<file path="src/rtl/nvme_sq_issue_pkg.sv">
// nvme_sq_issue_pkg: definitions shared by the SQ issue block and the completion tracker.
//   - Command id field widths, the per-action outstanding limit and the req_id width.
//   - SQE dword offsets, which fix where each field lands inside the 128-bit beats.
//   - The cmd_id packing struct and a helper that widens it to the 16-bit NVMe CID.
// Build-time macros (defaults apply when they are not given on the command line):
//   TRACK_NUM, CMD_ACTION_ID_BITS, CMD_QUEUE_ID_BITS.
`ifndef TRACK_NUM
`define TRACK_NUM 8
`endif
`ifndef CMD_ACTION_ID_BITS
`define CMD_ACTION_ID_BITS 4
`endif
`ifndef CMD_QUEUE_ID_BITS
`define CMD_QUEUE_ID_BITS 4
`endif

package nvme_sq_issue_pkg;
    localparam int CMD_ACTION_ID_BITS = `CMD_ACTION_ID_BITS;
    localparam int CMD_QUEUE_ID_BITS  = `CMD_QUEUE_ID_BITS;
    localparam int TRACK_NUM          = `TRACK_NUM;
    localparam int REQ_ID_BITS        = (TRACK_NUM > 1) ? $clog2(TRACK_NUM) : 1;
    // Credit counters must be able to hold TRACK_NUM itself.
    localparam int CREDIT_BITS        = $clog2(TRACK_NUM + 1);

    // SQE dword offsets; beat k carries dwords 4k..4k+3.
    localparam int SQE_DW_CDW0  = 0;
    localparam int SQE_DW_NSID  = 1;
    localparam int SQE_DW_PRP1  = 6;
    localparam int SQE_DW_PRP2  = 8;
    localparam int SQE_DW_SLBA  = 10;
    localparam int SQE_DW_CDW12 = 12;

    // cmd_id layout, LSB first: sq_index, action_id, req_id. The tracker decodes
    // CQE DW3 with the same struct, so field order must not change.
    typedef struct packed {
        logic [REQ_ID_BITS-1:0]        req_id;
        logic [CMD_ACTION_ID_BITS-1:0] action_id;
        logic [CMD_QUEUE_ID_BITS-1:0]  sq_index;
    } cmd_id_t;

    function automatic logic [15:0] cmd_id_to_cid(input cmd_id_t id);
        return 16'(id);
    endfunction
endpackage

</file>
<file path="src/rtl/nvme_sqe_pack.sv">
// nvme_sqe_pack: combinational mapping of a beat index plus command fields onto
// one 128-bit Tx buffer word of an NVMe submission queue entry.
// Ports: i_beat (0..3), i_cid, i_opcode, i_nsid, i_prp1, i_prp2, i_slba, i_nlb -> o_word.
module nvme_sqe_pack
    import nvme_sq_issue_pkg::*;
(
    input  logic [1:0]   i_beat,
    input  logic [15:0]  i_cid,
    input  logic [7:0]   i_opcode,
    input  logic [31:0]  i_nsid,
    input  logic [63:0]  i_prp1,
    input  logic [63:0]  i_prp2,
    input  logic [63:0]  i_slba,
    input  logic [15:0]  i_nlb,
    output logic [127:0] o_word
);
    // Place each field at its dword offset within the selected beat.
    always_comb begin
        o_word = 128'h0;
        case (i_beat)
            2'd0: begin
                o_word[(SQE_DW_CDW0 % 4) * 32 +: 32] = {i_cid, 8'h00, i_opcode};
                o_word[(SQE_DW_NSID % 4) * 32 +: 32] = i_nsid;
            end
            2'd1: begin
                o_word[(SQE_DW_PRP1 % 4) * 32 +: 64] = i_prp1;
            end
            2'd2: begin
                o_word[(SQE_DW_PRP2 % 4) * 32 +: 64] = i_prp2;
                o_word[(SQE_DW_SLBA % 4) * 32 +: 64] = i_slba;
            end
            2'd3: begin
                o_word[(SQE_DW_CDW12 % 4) * 32 +: 16] = i_nlb;
            end
            default: begin
                o_word = 128'h0;
            end
        endcase
    end
endmodule

</file>
<file path="src/rtl/nvme_sq_issue.sv">
// nvme_sq_issue: accepts I/O commands, writes each SQE to the Tx buffer as four
// 128-bit beats, then raises a one-cycle tail-doorbell request for its SQ.
// Ports: cmd_* request channel (cmd_ready combinational); tx_* buffer writes;
// sq_tail_* doorbell request; sq_head_* head updates from the completion path;
// track_update_* credit returns; issue_error sticky credit-underflow flag.
// Optional macro NVME_SQ_ISSUE_STATS_EN adds issue_count and credit_stall.
module nvme_sq_issue
    import nvme_sq_issue_pkg::*;
#(
    parameter int TX_ADDR_BITS  = 10,
    parameter int SQ_DEPTH_BITS = 4
) (
    input  logic                          axi_aclk,
    input  logic                          axi_areset,
    input  logic                          cmd_valid,
    output logic                          cmd_ready,
    input  logic [CMD_ACTION_ID_BITS-1:0] cmd_action_id,
    input  logic [CMD_QUEUE_ID_BITS-1:0]  cmd_sq_index,
    input  logic [7:0]                    cmd_opcode,
    input  logic [31:0]                   cmd_nsid,
    input  logic [63:0]                   cmd_prp1,
    input  logic [63:0]                   cmd_prp2,
    input  logic [63:0]                   cmd_slba,
    input  logic [15:0]                   cmd_nlb,
    output logic                          tx_write_valid,
    output logic [TX_ADDR_BITS-1:0]       tx_waddr,
    output logic [127:0]                  tx_wdata,
    output logic                          sq_tail_valid,
    output logic [CMD_QUEUE_ID_BITS-1:0]  sq_tail_index,
    output logic [SQ_DEPTH_BITS-1:0]      sq_tail_value,
    input  logic                          sq_head_valid,
    input  logic [CMD_QUEUE_ID_BITS-1:0]  sq_head_index,
    input  logic [SQ_DEPTH_BITS-1:0]      sq_head_value,
    input  logic                          track_update_done,
    input  logic [CMD_ACTION_ID_BITS-1:0] track_update_id,
    input  logic [1:0]                    track_update_data,
    output logic                          issue_error
`ifdef NVME_SQ_ISSUE_STATS_EN
    ,
    output logic [31:0]                   issue_count,
    output logic                          credit_stall
`endif
);
    localparam int ACT_W  = CMD_ACTION_ID_BITS;
    localparam int QID_W  = CMD_QUEUE_ID_BITS;
    localparam int NUM_ACT = 1 << ACT_W;
    localparam int NUM_SQ  = 1 << QID_W;

    typedef enum logic [2:0] {IDLE, BEAT0, BEAT1, BEAT2, BEAT3, RING} state_t;

    state_t                   r_state;
    logic [SQ_DEPTH_BITS-1:0] r_tail    [NUM_SQ];
    logic [SQ_DEPTH_BITS-1:0] r_head    [NUM_SQ];
    logic [REQ_ID_BITS-1:0]   r_req_ctr [NUM_ACT];
    logic [CREDIT_BITS-1:0]   r_credit  [NUM_ACT];
    logic [CREDIT_BITS-1:0]   w_credit_nxt [NUM_ACT];

    logic [ACT_W-1:0]         r_act;
    logic [QID_W-1:0]         r_sq;
    logic [REQ_ID_BITS-1:0]   r_req_id;
    logic [SQ_DEPTH_BITS-1:0] r_cur_tail;
    logic [7:0]               r_opcode;
    logic [31:0]              r_nsid;
    logic [63:0]              r_prp1;
    logic [63:0]              r_prp2;
    logic [63:0]              r_slba;
    logic [15:0]              r_nlb;
    logic                     r_tx_valid;
    logic                     r_db_valid;
    logic [QID_W-1:0]         r_db_index;
    logic [SQ_DEPTH_BITS-1:0] r_db_value;
    logic                     r_error;

    logic                     w_ready;
    logic                     w_accept;
    logic                     w_ret;
    logic                     w_ret_err;
    logic [1:0]               w_beat;
    logic [SQ_DEPTH_BITS-1:0] w_tail_next;
    logic [127:0]             w_wdata;
    logic                     w_unused_trk;

    // Full when advancing the tail would collide with the head (one slot kept empty).
    assign w_ready  = (r_state == IDLE) && !axi_areset
                   && (r_credit[cmd_action_id] < CREDIT_BITS'(TRACK_NUM))
                   && ((r_tail[cmd_sq_index] + SQ_DEPTH_BITS'(1)) != r_head[cmd_sq_index]);
    assign w_accept = cmd_valid && w_ready;
    assign w_ret    = track_update_done && track_update_data[0];
    assign w_unused_trk = track_update_data[1];
    assign w_tail_next  = r_cur_tail + SQ_DEPTH_BITS'(1);

    // Next credit count per action: an accept and a return on the same action cancel.
    always_comb begin
        w_ret_err = 1'b0;
        for (int a = 0; a < NUM_ACT; a++) begin
            w_credit_nxt[a] = r_credit[a];
            if (w_accept && (cmd_action_id == ACT_W'(a))) begin
                if (!(w_ret && (track_update_id == ACT_W'(a)))) begin
                    w_credit_nxt[a] = r_credit[a] + CREDIT_BITS'(1);
                end else begin
                    w_credit_nxt[a] = r_credit[a];
                end
            end else if (w_ret && (track_update_id == ACT_W'(a))) begin
                if (r_credit[a] == CREDIT_BITS'(0)) begin
                    w_ret_err = 1'b1;
                end else begin
                    w_credit_nxt[a] = r_credit[a] - CREDIT_BITS'(1);
                end
            end else begin
                w_credit_nxt[a] = r_credit[a];
            end
        end
    end

    // Beat index follows the FSM state.
    always_comb begin
        case (r_state)
            BEAT0:   w_beat = 2'd0;
            BEAT1:   w_beat = 2'd1;
            BEAT2:   w_beat = 2'd2;
            BEAT3:   w_beat = 2'd3;
            default: w_beat = 2'd0;
        endcase
    end

    nvme_sqe_pack u_pack (
        .i_beat   (w_beat),
        .i_cid    (cmd_id_to_cid(cmd_id_t'{req_id: r_req_id, action_id: r_act, sq_index: r_sq})),
        .i_opcode (r_opcode),
        .i_nsid   (r_nsid),
        .i_prp1   (r_prp1),
        .i_prp2   (r_prp2),
        .i_slba   (r_slba),
        .i_nlb    (r_nlb),
        .o_word   (w_wdata)
    );

    // Issue FSM plus the per-SQ and per-action bookkeeping it owns.
    always_ff @(posedge axi_aclk) begin
        if (axi_areset) begin
            r_state    <= IDLE;
            r_act      <= '0;
            r_sq       <= '0;
            r_req_id   <= '0;
            r_cur_tail <= '0;
            r_opcode   <= 8'h00;
            r_nsid     <= 32'h0;
            r_prp1     <= 64'h0;
            r_prp2     <= 64'h0;
            r_slba     <= 64'h0;
            r_nlb      <= 16'h0;
            r_tx_valid <= 1'b0;
            r_db_valid <= 1'b0;
            r_db_index <= '0;
            r_db_value <= '0;
            r_error    <= 1'b0;
            for (int s = 0; s < NUM_SQ; s++) begin
                r_tail[s] <= '0;
                r_head[s] <= '0;
            end
            for (int a = 0; a < NUM_ACT; a++) begin
                r_req_ctr[a] <= '0;
                r_credit[a]  <= '0;
            end
        end else begin
            for (int a = 0; a < NUM_ACT; a++) begin
                r_credit[a] <= w_credit_nxt[a];
            end
            if (w_ret_err) begin
                r_error <= 1'b1;
            end
            if (sq_head_valid) begin
                r_head[sq_head_index] <= sq_head_value;
            end
            case (r_state)
                IDLE: begin
                    if (w_accept) begin
                        r_act      <= cmd_action_id;
                        r_sq       <= cmd_sq_index;
                        r_req_id   <= r_req_ctr[cmd_action_id];
                        r_cur_tail <= r_tail[cmd_sq_index];
                        r_opcode   <= cmd_opcode;
                        r_nsid     <= cmd_nsid;
                        r_prp1     <= cmd_prp1;
                        r_prp2     <= cmd_prp2;
                        r_slba     <= cmd_slba;
                        r_nlb      <= cmd_nlb;
                        r_req_ctr[cmd_action_id] <=
                            (r_req_ctr[cmd_action_id] == REQ_ID_BITS'(TRACK_NUM - 1))
                            ? '0 : r_req_ctr[cmd_action_id] + REQ_ID_BITS'(1);
                        r_tx_valid <= 1'b1;
                        r_state    <= BEAT0;
                    end
                end
                BEAT0: r_state <= BEAT1;
                BEAT1: r_state <= BEAT2;
                BEAT2: r_state <= BEAT3;
                BEAT3: begin
                    r_tx_valid   <= 1'b0;
                    r_tail[r_sq] <= w_tail_next;
                    r_db_valid   <= 1'b1;
                    r_db_index   <= r_sq;
                    r_db_value   <= w_tail_next;
                    r_state      <= RING;
                end
                RING: begin
                    r_db_valid <= 1'b0;
                    r_state    <= IDLE;
                end
                default: begin
                    r_tx_valid <= 1'b0;
                    r_db_valid <= 1'b0;
                    r_state    <= IDLE;
                end
            endcase
        end
    end

    assign cmd_ready      = w_ready;
    assign tx_write_valid = r_tx_valid;
    assign tx_waddr       = TX_ADDR_BITS'({r_sq, r_cur_tail, w_beat});
    assign tx_wdata       = w_wdata;
    assign sq_tail_valid  = r_db_valid;
    assign sq_tail_index  = r_db_index;
    assign sq_tail_value  = r_db_value;
    assign issue_error    = r_error;

`ifdef NVME_SQ_ISSUE_STATS_EN
    logic [31:0] r_issue_count;

    // Accepted-command counter, free-running with natural wrap.
    always_ff @(posedge axi_aclk) begin
        if (axi_areset) begin
            r_issue_count <= 32'h0;
        end else if (w_accept) begin
            r_issue_count <= r_issue_count + 32'd1;
        end else begin
            r_issue_count <= r_issue_count;
        end
    end

    assign issue_count  = r_issue_count;
    assign credit_stall = (r_state == IDLE) && !axi_areset && cmd_valid && !w_ready;
`endif
endmodule

</file>
<file path="config.mk">
export PLATFORM = sky130hd
export DESIGN_NAME = nvme_sq_issue
export DESIGN_NICKNAME = d
export VERILOG_FILES = /design/src/rtl/nvme_sq_issue_pkg.sv /design/src/rtl/nvme_sqe_pack.sv /design/src/rtl/nvme_sq_issue.sv
export SDC_FILE = /design/constraint.sdc
export NUM_CORES = 1
export LEC_CHECK = 0
export ABC_CLOCK_PERIOD_IN_PS = 6900
export CAP_MARGIN = 20
export CORE_UTILIZATION = 29
export CTS_CLUSTER_SIZE = 24
export DETAILED_ROUTE_END_ITERATION = 10
export GPL_ROUTABILITY_DRIVEN = 0
export PLACE_DENSITY = 0.57
export SYNTH_ARGS = -nofsm -noshare
export SYNTH_HDL_FRONTEND = slang
export SYNTH_SLANG_ARGS = --single-unit
</file>
<file path="constraint.sdc">
create_clock -name axi_aclk -period 6.9 [get_ports axi_aclk]
set_input_delay 1.035 -clock axi_aclk [delete_from_list [all_inputs] [get_ports axi_aclk]]
set_output_delay 1.035 -clock axi_aclk [all_outputs]
set_load 0.03 [all_outputs]
</file>
Yosys cells after proc, flatten, opt, wreduce, memory -nomap -nowiden

Memories as Yosys holds them, arrays and structs flattened.
Cells that the tools add are included.

Output and inout port bits: 150
Register bits after elaboration: 277
Memories: 4
Bits in writable memories: 240

Bitwise logic cells: 17
Reduce and logical (&&, ||, !) cells: 65
$lt $le $gt $ge: 1
$add $sub $neg: 35
Equal/unequal tests: 41
Muxes and demuxes: 160

Memories:

| memory    | depth | width | rd ports | clocked after memory_dff | write ports | RTL line            | RTL |
|---|---|---|---|---|---|---|---|
| r_credit  | 16    | 4     | 17       | 0                        | 16          | nvme_sq_issue.sv:55 | `logic [CREDIT_BITS-1:0] r_credit [NUM_ACT];` |
| r_head    | 16    | 4     | 1        | 0                        | 16          | nvme_sq_issue.sv:53 | `logic [SQ_DEPTH_BITS-1:0] r_head [NUM_SQ];` |
| r_tail    | 16    | 4     | 1        | 0                        | 16          | nvme_sq_issue.sv:52 | `logic [SQ_DEPTH_BITS-1:0] r_tail [NUM_SQ];` |
| r_req_ctr | 16    | 3     | 1        | 0                        | 16          | nvme_sq_issue.sv:54 | `logic [REQ_ID_BITS-1:0] r_req_ctr [NUM_ACT];` |

Operators by type and width:

| cell                                                                  | count |
|---|---|
| 4-bit 2-to-1 mux                                                      | 85 |
| 64-bit one-hot mux with 2 select lines                                | 1 |
| 48-bit one-hot mux with 2 select lines                                | 1 |
| 4-bit by 1-bit adder with 4-bit output, second input constant         | 18 |
| 4-bit zero test                                                       | 18 |
| 1-bit 2-to-1 mux                                                      | 65 |
| 4-bit equality test, second input constant                            | 16 |
| 4-bit by 1-bit subtractor with 4-bit output, second input constant    | 16 |
| 16-bit one-hot mux with 3 select lines                                | 1 |
| 1-bit logical AND                                                     | 37 |
| 4-bit by 3-bit equality test with 1-bit output, second input constant | 8 |
| 4-bit by 2-bit equality test with 1-bit output, second input constant | 4 |
| 1-bit OR                                                              | 16 |
| 4-bit OR reduction                                                    | 4 |
| 3-bit one-hot mux with 5 select lines                                 | 1 |
| 3-bit equality test, second input constant                            | 3 |
| 3-bit 2-to-1 mux                                                      | 3 |
| 4-bit by 1-bit equality test with 1-bit output, second input constant | 2 |
| 3-bit by 2-bit equality test with 1-bit output, second input constant | 2 |
| 2-bit one-hot mux with 3 select lines                                 | 1 |
| 2-bit equality test, second input constant                            | 2 |
| 4-bit < comparator, second input constant                             | 1 |
| 4-bit != test                                                         | 1 |
| 1-bit one-hot mux with 2 select lines                                 | 2 |
| other kinds (10)                                                      | 11 |

Depth between registers and ports, before layout

Gate-level depths: netlist (run 1).

Depth in word-level cells: 52
Depth in mapped cells: 19
Gate-level depth less buffers: 16

By module

From an unflattened synthesis (run 1), not the netlist that was laid out.

Cells, all modules: 2,713
Area, all modules: 24,855.1 µm²

By module, submodules not included:

| module        | seq. area each (µm²) | times used | area an instance (µm²) | cells an instance |
|---|---|---|---|---|
| nvme_sq_issue | 12,111.6             | 1          | 23,107.2               | 2,462 |
| nvme_sqe_pack | 0.0                  | 1          | 1,747.9                | 251 |

Worst setup path before layout (run 1)

Ideal clock, no wire load.

Kind: input-to-reg
From: input cmd_sq_index[0]
To: memory r_credit[14][3] (netlist bit)
Buffers on the path: 3
Setup slack: 1.808 ns
Arrival time: 4.964 ns
Library setup time: 0.128 ns
Cell stages on the path: 18
Path through: buf_6 buf_12 mux4_2 a22oi_1 nand3_1 ha_1 xor2_1 xnor2_1 o21ai_4 buf_2 o31ai_4 ha_1 a21o_1 a21o_1 or3_1 mux2i_1 xnor2_1 nor2_1

RTL lines:

| element         | RTL line            | RTL |
|---|---|---|
| start, declared | nvme_sq_issue.sv:18 | `input logic [CMD_QUEUE_ID_BITS-1:0] cmd_sq_index,` |
| end, declared   | nvme_sq_issue.sv:55 |  |

Worst setup path in the final report (run 1)

From: input cmd_sq_index[2]
To: output cmd_ready

Word-level cells in the longest chain between the ends: 4

RTL lines:

| element                                | RTL line            | RTL |
|---|---|---|
| memory read 16 x 4 bit                 | -                   |  |
| 4-bit by 1-bit adder with 4-bit output | nvme_sq_issue.sv:86 | `&& ((r_tail[cmd_sq_index] + SQ_DEPTH_BITS'(1)) != r_head[cmd_sq_index]);` |
| 4-bit != test *                        | nvme_sq_issue.sv:86 |  |
| 1-bit logical AND *                    | nvme_sq_issue.sv:86 |  |
| end, declared                          | nvme_sq_issue.sv:16 | `output logic cmd_ready,` |

Mark *: on every way between the ends. The rest lies on a longest branch, timed or not.

==> flow_summary.ini, run 1 <==
[floorplan]
rows = 106
core_mm2 = 0.0841
die-height_um = 294
start_util = 0.295
fp.dieArea_mm2 = 0.0867
io_pins = 425
fp.dieW_um = 294

[detailed_routing]
vias = 20217
wl_um = 78600
remaining_drc_errors = 0
ant_nets = 0
vias_per_cell = 4.84
drtIter0Drc = 1173
drt_first_pass_iters = 5
wl_per_cell_um = 18.8

[timing]
rsz0062_at_grt = false
relSlewSlack = 0.294
fin_crit_ns = 6.04
finalCritPeriodShare = 0.876
fin_setup_tns_ns = 0
fin_skew_ns = 0.0435
hold_viol = 0
tightest_slew_ns = 1.06
drv_slew = 0
fmax_mhz = 166
setup_viol = 0

[clock_network]
cts_made_buffers = 59
cts_root_buf = clkbuf_16
cts.sinks = 517
cts.htree.levels = 2
cts.clk_slew.worst_paths_ns = 0.06
cts.repair.resized = 0
clockBufferDepth = 3
post_cts_buffers = 0
cts_hold_buffers = 0
cts_tree = built
insertion_delay_ns = 0.63

[place]
port_buffers = 423
dp_hpwl_um = 53700

[critical_path]
path_delay_family = buffers and inverters
path_class = in -> out
critPathCaptureType = output pin
cpPeakStageDelay_ns = 0.89
crit_fanout = 17
arrival_ns = 5.01
crit_path_cell_trace = clkdlybuf4s50_1 > buf_4 > mux4_2 > mux4_2 > xor2_1 > xnor2_1 > o21ai_4 > nor3_1 > nand2b_1 > inv_1 > clkdlybuf4s50_1
crit_buf_inv = 4
crit_slowest_cell = clkdlybuf4s50_1
start_kind = input pin
required_ns = 5.86

[global_routing]
grt_pass1_vias = 19272
globalRouteMet3Util = 0.0382
grt.total_usage = 0.174
grt_remaining_overflow = 0
grt_pass1_wl_um = 117000
grt_start_max_net_pins = 165
grt.met2_usage = 0.283
grt.busiest_layer = met2
use_met1 = 0.229
antenna_found_initial = 18

[yosys]
yosysMostFrequentCell = nand2_1
yosysSeqAreaShare = 0.488
synth_edf_count = 176
synthTopCellsByArea = dfxtp_1 (28%), edfxtp_1 (21%), nand2_1 (8.9%)
ys_seq_elements = 517
synthArstFlopShare = 0
yosysTopAreaCell = dfxtp_1
yosysTopAreaCellShare = 0.275
syn_area_mm2 = 0.0248
syn_avg_cell_area_um2 = 9.35
synth_cell_types = 77
synth_warnings = 0
synth_cells = 2652
synthFlopType = dfxtp_1
synthTopCellsByCount = nand2_1 (585), dfxtp_1 (341), a21oi_1 (297)
syn_nets = 2983

[power]
p_per_area_mw_per_mm2 = 250
leakagePower_nw = 11.3
total_power_mw = 8.03
ir_worst_vdd_mv = 0.207

[run_status]
status = finished, final reports clean

[layout]
drive_above_1_share = 0.0778
nets = 3312
area_growth_pct = 29.3

[min_path]
hp-class = reg -> reg

[job]
drv_cap = 0
==> registers in the layout (all words and copies together) (netlist names), 3 cells and up <==
register / flops
r_state: 3
r_req_ctr: 48
r_nsid: 32
r_credit: 64
sq_tail_index: 4
r_head: 64
r_sq: 4
sq_tail_value: 4
r_slba: 64
r_opcode: 8
r_nlb: 16
r_act: 4
r_prp1: 64
r_tail: 64
r_req_id: 3
r_prp2: 64
r_cur_tail: 4
==> placed cells by master (no fill, tap or decap), types with 6 or more instances in the layout <==
| master | synthesis | layout |
|---|---|---|
| or2_2 | 18 | 18 |
| fa_1 | 16 | 16 |
| clkdlybuf4s50_1 | 0 | 420 |
| dfxtp_1 | 341 | 341 |
| and2_1 | 79 | 79 |
| nand2_1 | 585 | 585 |
| bufinv_16 | 0 | 6 |
| clkinv_2 | 0 | 18 |
| and3_1 | 12 | 12 |
| a222oi_1 | 8 | 8 |
| xnor2_1 | 13 | 13 |
| nand2b_1 | 44 | 44 |
| nor3_1 | 40 | 40 |
| mux4_2 | 40 | 40 |
| clkbuf_8 | 0 | 6 |
| a21oi_1 | 297 | 297 |
| nor3b_1 | 6 | 6 |
| o21ai_0 | 12 | 12 |
| buf_4 | 3 | 33 |
| mux4_1 | 15 | 15 |
| clkinv_1 | 0 | 7 |
| a22oi_1 | 119 | 119 |
| inv_1 | 9 | 9 |
| clkbuf_1 | 141 | 6 |
| nor2b_1 | 74 | 74 |
| nor2_1 | 274 | 273 |
| mux2i_1 | 45 | 45 |
| a21o_1 | 20 | 20 |
| clkbuf_16 | 0 | 60 |
| diode_2 | 0 | 8 |
| xor2_1 | 36 | 36 |
| nor4_1 | 21 | 21 |
| ha_1 | 40 | 37 |
| edfxtp_1 | 176 | 176 |
| buf_12 | 1 | 6 |
| nand3_1 | 27 | 27 |
==> layer usage <==
layer,part of all wire,wire (µm)
met1,0.44,34700
met2,0.47,36500
met3,0.066,5170
met4,0.026,2050
met5,0.0013,104
==> path summary, 6_finish.rpt <==
| path | from | end | slack (ns) | depth (start not counted) |
|---|---|---|---|---|
| setup / recovery | cmd_sq_index[2] | cmd_ready | 0.86 | 11 |
| setup reg to reg | r_tail[1][0] | r_credit[14][3] | 2.41 | 15 |
| hold reg to reg | r_prp2[29] | r_prp2[29] | 0.45 | 2 |
| hold / removal | r_prp2[29] | r_prp2[29] | 0.45 | 2 |
==> logic make-up after synthesis <==
kind of cell / Yosys count / share of synthesized area
xor+xnor: 50 / 0.0180
fa+ha+maj: 56 / 0.0331
mux: 108 / 0.0758
compound gates: 505 / 0.131
buf+inv: 204 / 0.0350
flops: 517 / 0.488
simple gates: 1212 / 0.219
==> power by group <==
group          leakage (nW)  switching (mW)  total [mW]  internal, mW
clock                 0.987            1.34        3.22          1.88
sequential             4.54          0.0987        3.43          3.33
combinational          5.78           0.860        1.39         0.526
total                  11.3            2.30        8.03          5.74
==> layout make-up <==
cell class	instances	area, µm²
fillers	8458	52000
inverters	9	33.8
flip-flops and latches	517	12100
well taps	1134	1420
clock buffers	72	1610
multi-input cells	1931	11900
repair buffers	463	4620
diodes	8	20.0
clock inverters	40	399
==> per-stage QoR <==
stage               instances   util  worst slack, ns  hold WS, ns  instance area [µm²]
floorplan                2652      -             1.81        0.432                24800
global placement         4053  0.357            0.815        0.438                30000
detailed placement       4053  0.357            0.793        0.444                30000
CTS                      4165  0.381            0.817        0.453                32000
global route             4173  0.381            0.623        0.470                32100
finish                   4174  0.382            0.858        0.448                32100
==> worst reg2reg max path, stage by stage (launching register included) <==
cell and delay, ns:
edfxtp_1 0.36, mux4_1 0.50, a22oi_1 0.19, nand3_1 0.24, ha_1 0.40, xnor2_2 0.19
nand2_2 0.23, buf_4 0.29, o31ai_4 0.50, ha_1 0.32, a21o_1 0.17, a21o_1 0.18
or3_1 0.36, mux2i_1 0.20, xnor2_1 0.14, nor2_1 0.05
Power figures use the tool's default switching activity.
==> run 2: changes to the inputs <==
--- a/config.mk
+++ b/config.mk
@@ -12,5 +12,5 @@
 export DETAILED_ROUTE_END_ITERATION = 10
 export GPL_ROUTABILITY_DRIVEN = 0
-export PLACE_DENSITY = 0.57
+export PLACE_DENSITY = 0.48
 export SYNTH_ARGS = -nofsm -noshare
 export SYNTH_HDL_FRONTEND = slang
==> constraint.sdc (replaced) <==
create_clock -name axi_aclk -period 6.9 [get_ports axi_aclk]
set_input_delay 0.69 -clock axi_aclk [delete_from_list [all_inputs] [get_ports axi_aclk]]
set_output_delay 0.69 -clock axi_aclk [all_outputs]
set_load 0.03 [all_outputs]
==> flow_summary.ini, run 2 (synthesis gave the netlist of run 1 again) <==
[timing]
fin_skew_ns = 0.0301
hold_viol = 0
fin_setup_tns_ns = 0
drv_slew = 0
finalCritPeriodShare = 0.805
relSlewSlack = 0.179
fin_ws_ns = 1.34
tightest_slew_ns = 1.23
setup_viol = 0
fin_crit_ns = 5.56
fmax_mhz = 180
rsz0062_at_grt = false

[critical_path]
ff2ff_path_depth = 15
start_kind = input pin
path_class = in -> out
arrival_ns = 4.87
setup.worst_path.start = cmd_sq_index[2]
setup.worst_path.end = cmd_ready
crit_fanout = 18
critPathCaptureType = output pin
required_ns = 6.21
rr_endpoint = r_credit[3][3]
rr_startpoint = r_tail[1][0]
ff2ff_setup_slack_ns = 2.09

[power]
intPower_mw = 5.80
p_clk_frac = 0.404
p_sw_mw = 2.29
p_seq_frac = 0.424
ir_worst_vdd_mv = 0.185
leakagePower_nw = 11.3
p_per_area_mw_per_mm2 = 252
combPwrFrac = 0.173
p_sw_frac = 0.283

[floorplan]
fp.dieArea_mm2 = 0.0867
rows = 106
start_util = 0.295
core_mm2 = 0.0841
io_pins = 425
fp.dieW_um = 294
die-height_um = 294

[detailed_routing]
wl_per_cell_um = 19.6
drt_first_pass_iters = 5
remaining_drc_errors = 0
vias = 20494
wl_um = 81800
drtIter0Drc = 1248
ant_nets = 0
vias_per_cell = 4.92

[job]
drv_cap = 0

[clock_network]
clockBufferDepth = 3
cts.htree.levels = 2
cts_hold_buffers = 0
post_cts_buffers = 0
cts.clk_slew.worst_paths_ns = 0.06
cts.sinks = 517
cts.repair.resized = 0
cts_tree = built
cts_root_buf = clkbuf_16
insertion_delay_ns = 0.63
cts_made_buffers = 59

[global_routing]
antenna_found_initial = 9
grt_pass1_wl_um = 123000
grt_remaining_overflow = 0
grt.busiest_layer = met2
use_met1 = 0.234
grt_start_max_net_pins = 197
grt.met2_usage = 0.309
globalRouteMet3Util = 0.0367
grt.total_usage = 0.182
grt_pass1_vias = 20234

[place]
port_buffers = 423
dp_hpwl_um = 57200
pre_cts_slack_ns = 1.02

[layout]
drive_above_1_share = 0.0786
final_common_cell = nand2_1
layout_common_cells = nand2_1 (585), clkdlybuf4s50_1 (420), dfxtp_1 (341)
nets = 3312
area_growth_pct = 29.4
final_core_util = 0.382

[min_path]
hp-class = reg -> reg

[run_status]
status = finished, final reports clean
run 2: worst min path at each step:
| stage | start | to | slack, ns | depth (start not counted) |
|---|---|---|---|---|
| final | r_prp2[30] | r_prp2[30] | 0.45 | 2 |
| after global routing | r_prp2[27] | r_prp2[27] | 0.47 | 2 |
| after CTS | r_prp2[30] | r_prp2[30] | 0.45 | 2 |
| after detailed placement | r_prp2[30] | r_prp2[30] | 0.44 | 2 |
| after global placement | r_prp2[30] | r_prp2[30] | 0.44 | 2 |
| after floorplan | r_prp2[27] | r_prp2[27] | 0.43 | 2 |
run 2: power groups by stage:
stage                     registers (mW)  clock network, mW  logic (mW)
after CTS                           3.43               3.35        1.42
after detailed placement            3.49                  0        1.41
after floorplan                     3.46                  0       0.858
after global routing                3.45               3.48        1.51
final                               3.43               3.27        1.40
after global placement              3.49                  0        1.39
run 2: area by class of cell:
cell class | instances | area (µm²)
multi-input cells | 1931 | 11900
clock inverters | 24 | 273
clock buffers | 85 | 1760
fillers | 8411 | 52000
well taps | 1134 | 1420
diodes | 5 | 12.5
repair buffers | 463 | 4600
flip-flops and latches | 517 | 12100
inverters | 9 | 33.8
run 2: worst max-delay path: stages:
cell             delay, ns
clkdlybuf4s50_1       0.85
buf_4                 0.35
mux4_1                0.32
mux2i_1               0.26
xor2_1                0.26
mux2i_4               0.17
o21ai_4               0.75
nor3_1                0.16
nand2b_1              0.27
inv_1                 0.10
clkdlybuf4s50_1       0.67
run 2: routing by layer:
metal	vias to the layer above	part of all wire
li1	9860	-
met1	9945	0.43
met2	569	0.48
met3	110	0.063
met4	10	0.024
met5	-	0.00081
run 2: through the flow:
step                instances  instance area, µm²  power (mW)  hold slack (ns)
CTS                      4163               32100        8.20            0.452
floorplan                2652               24800        4.32            0.432
global placement         4053               30000        4.88            0.440
global route             4165               32100        8.44            0.470
detailed placement       4054               30100        4.91            0.444
finish                   4168               32100        8.09            0.449
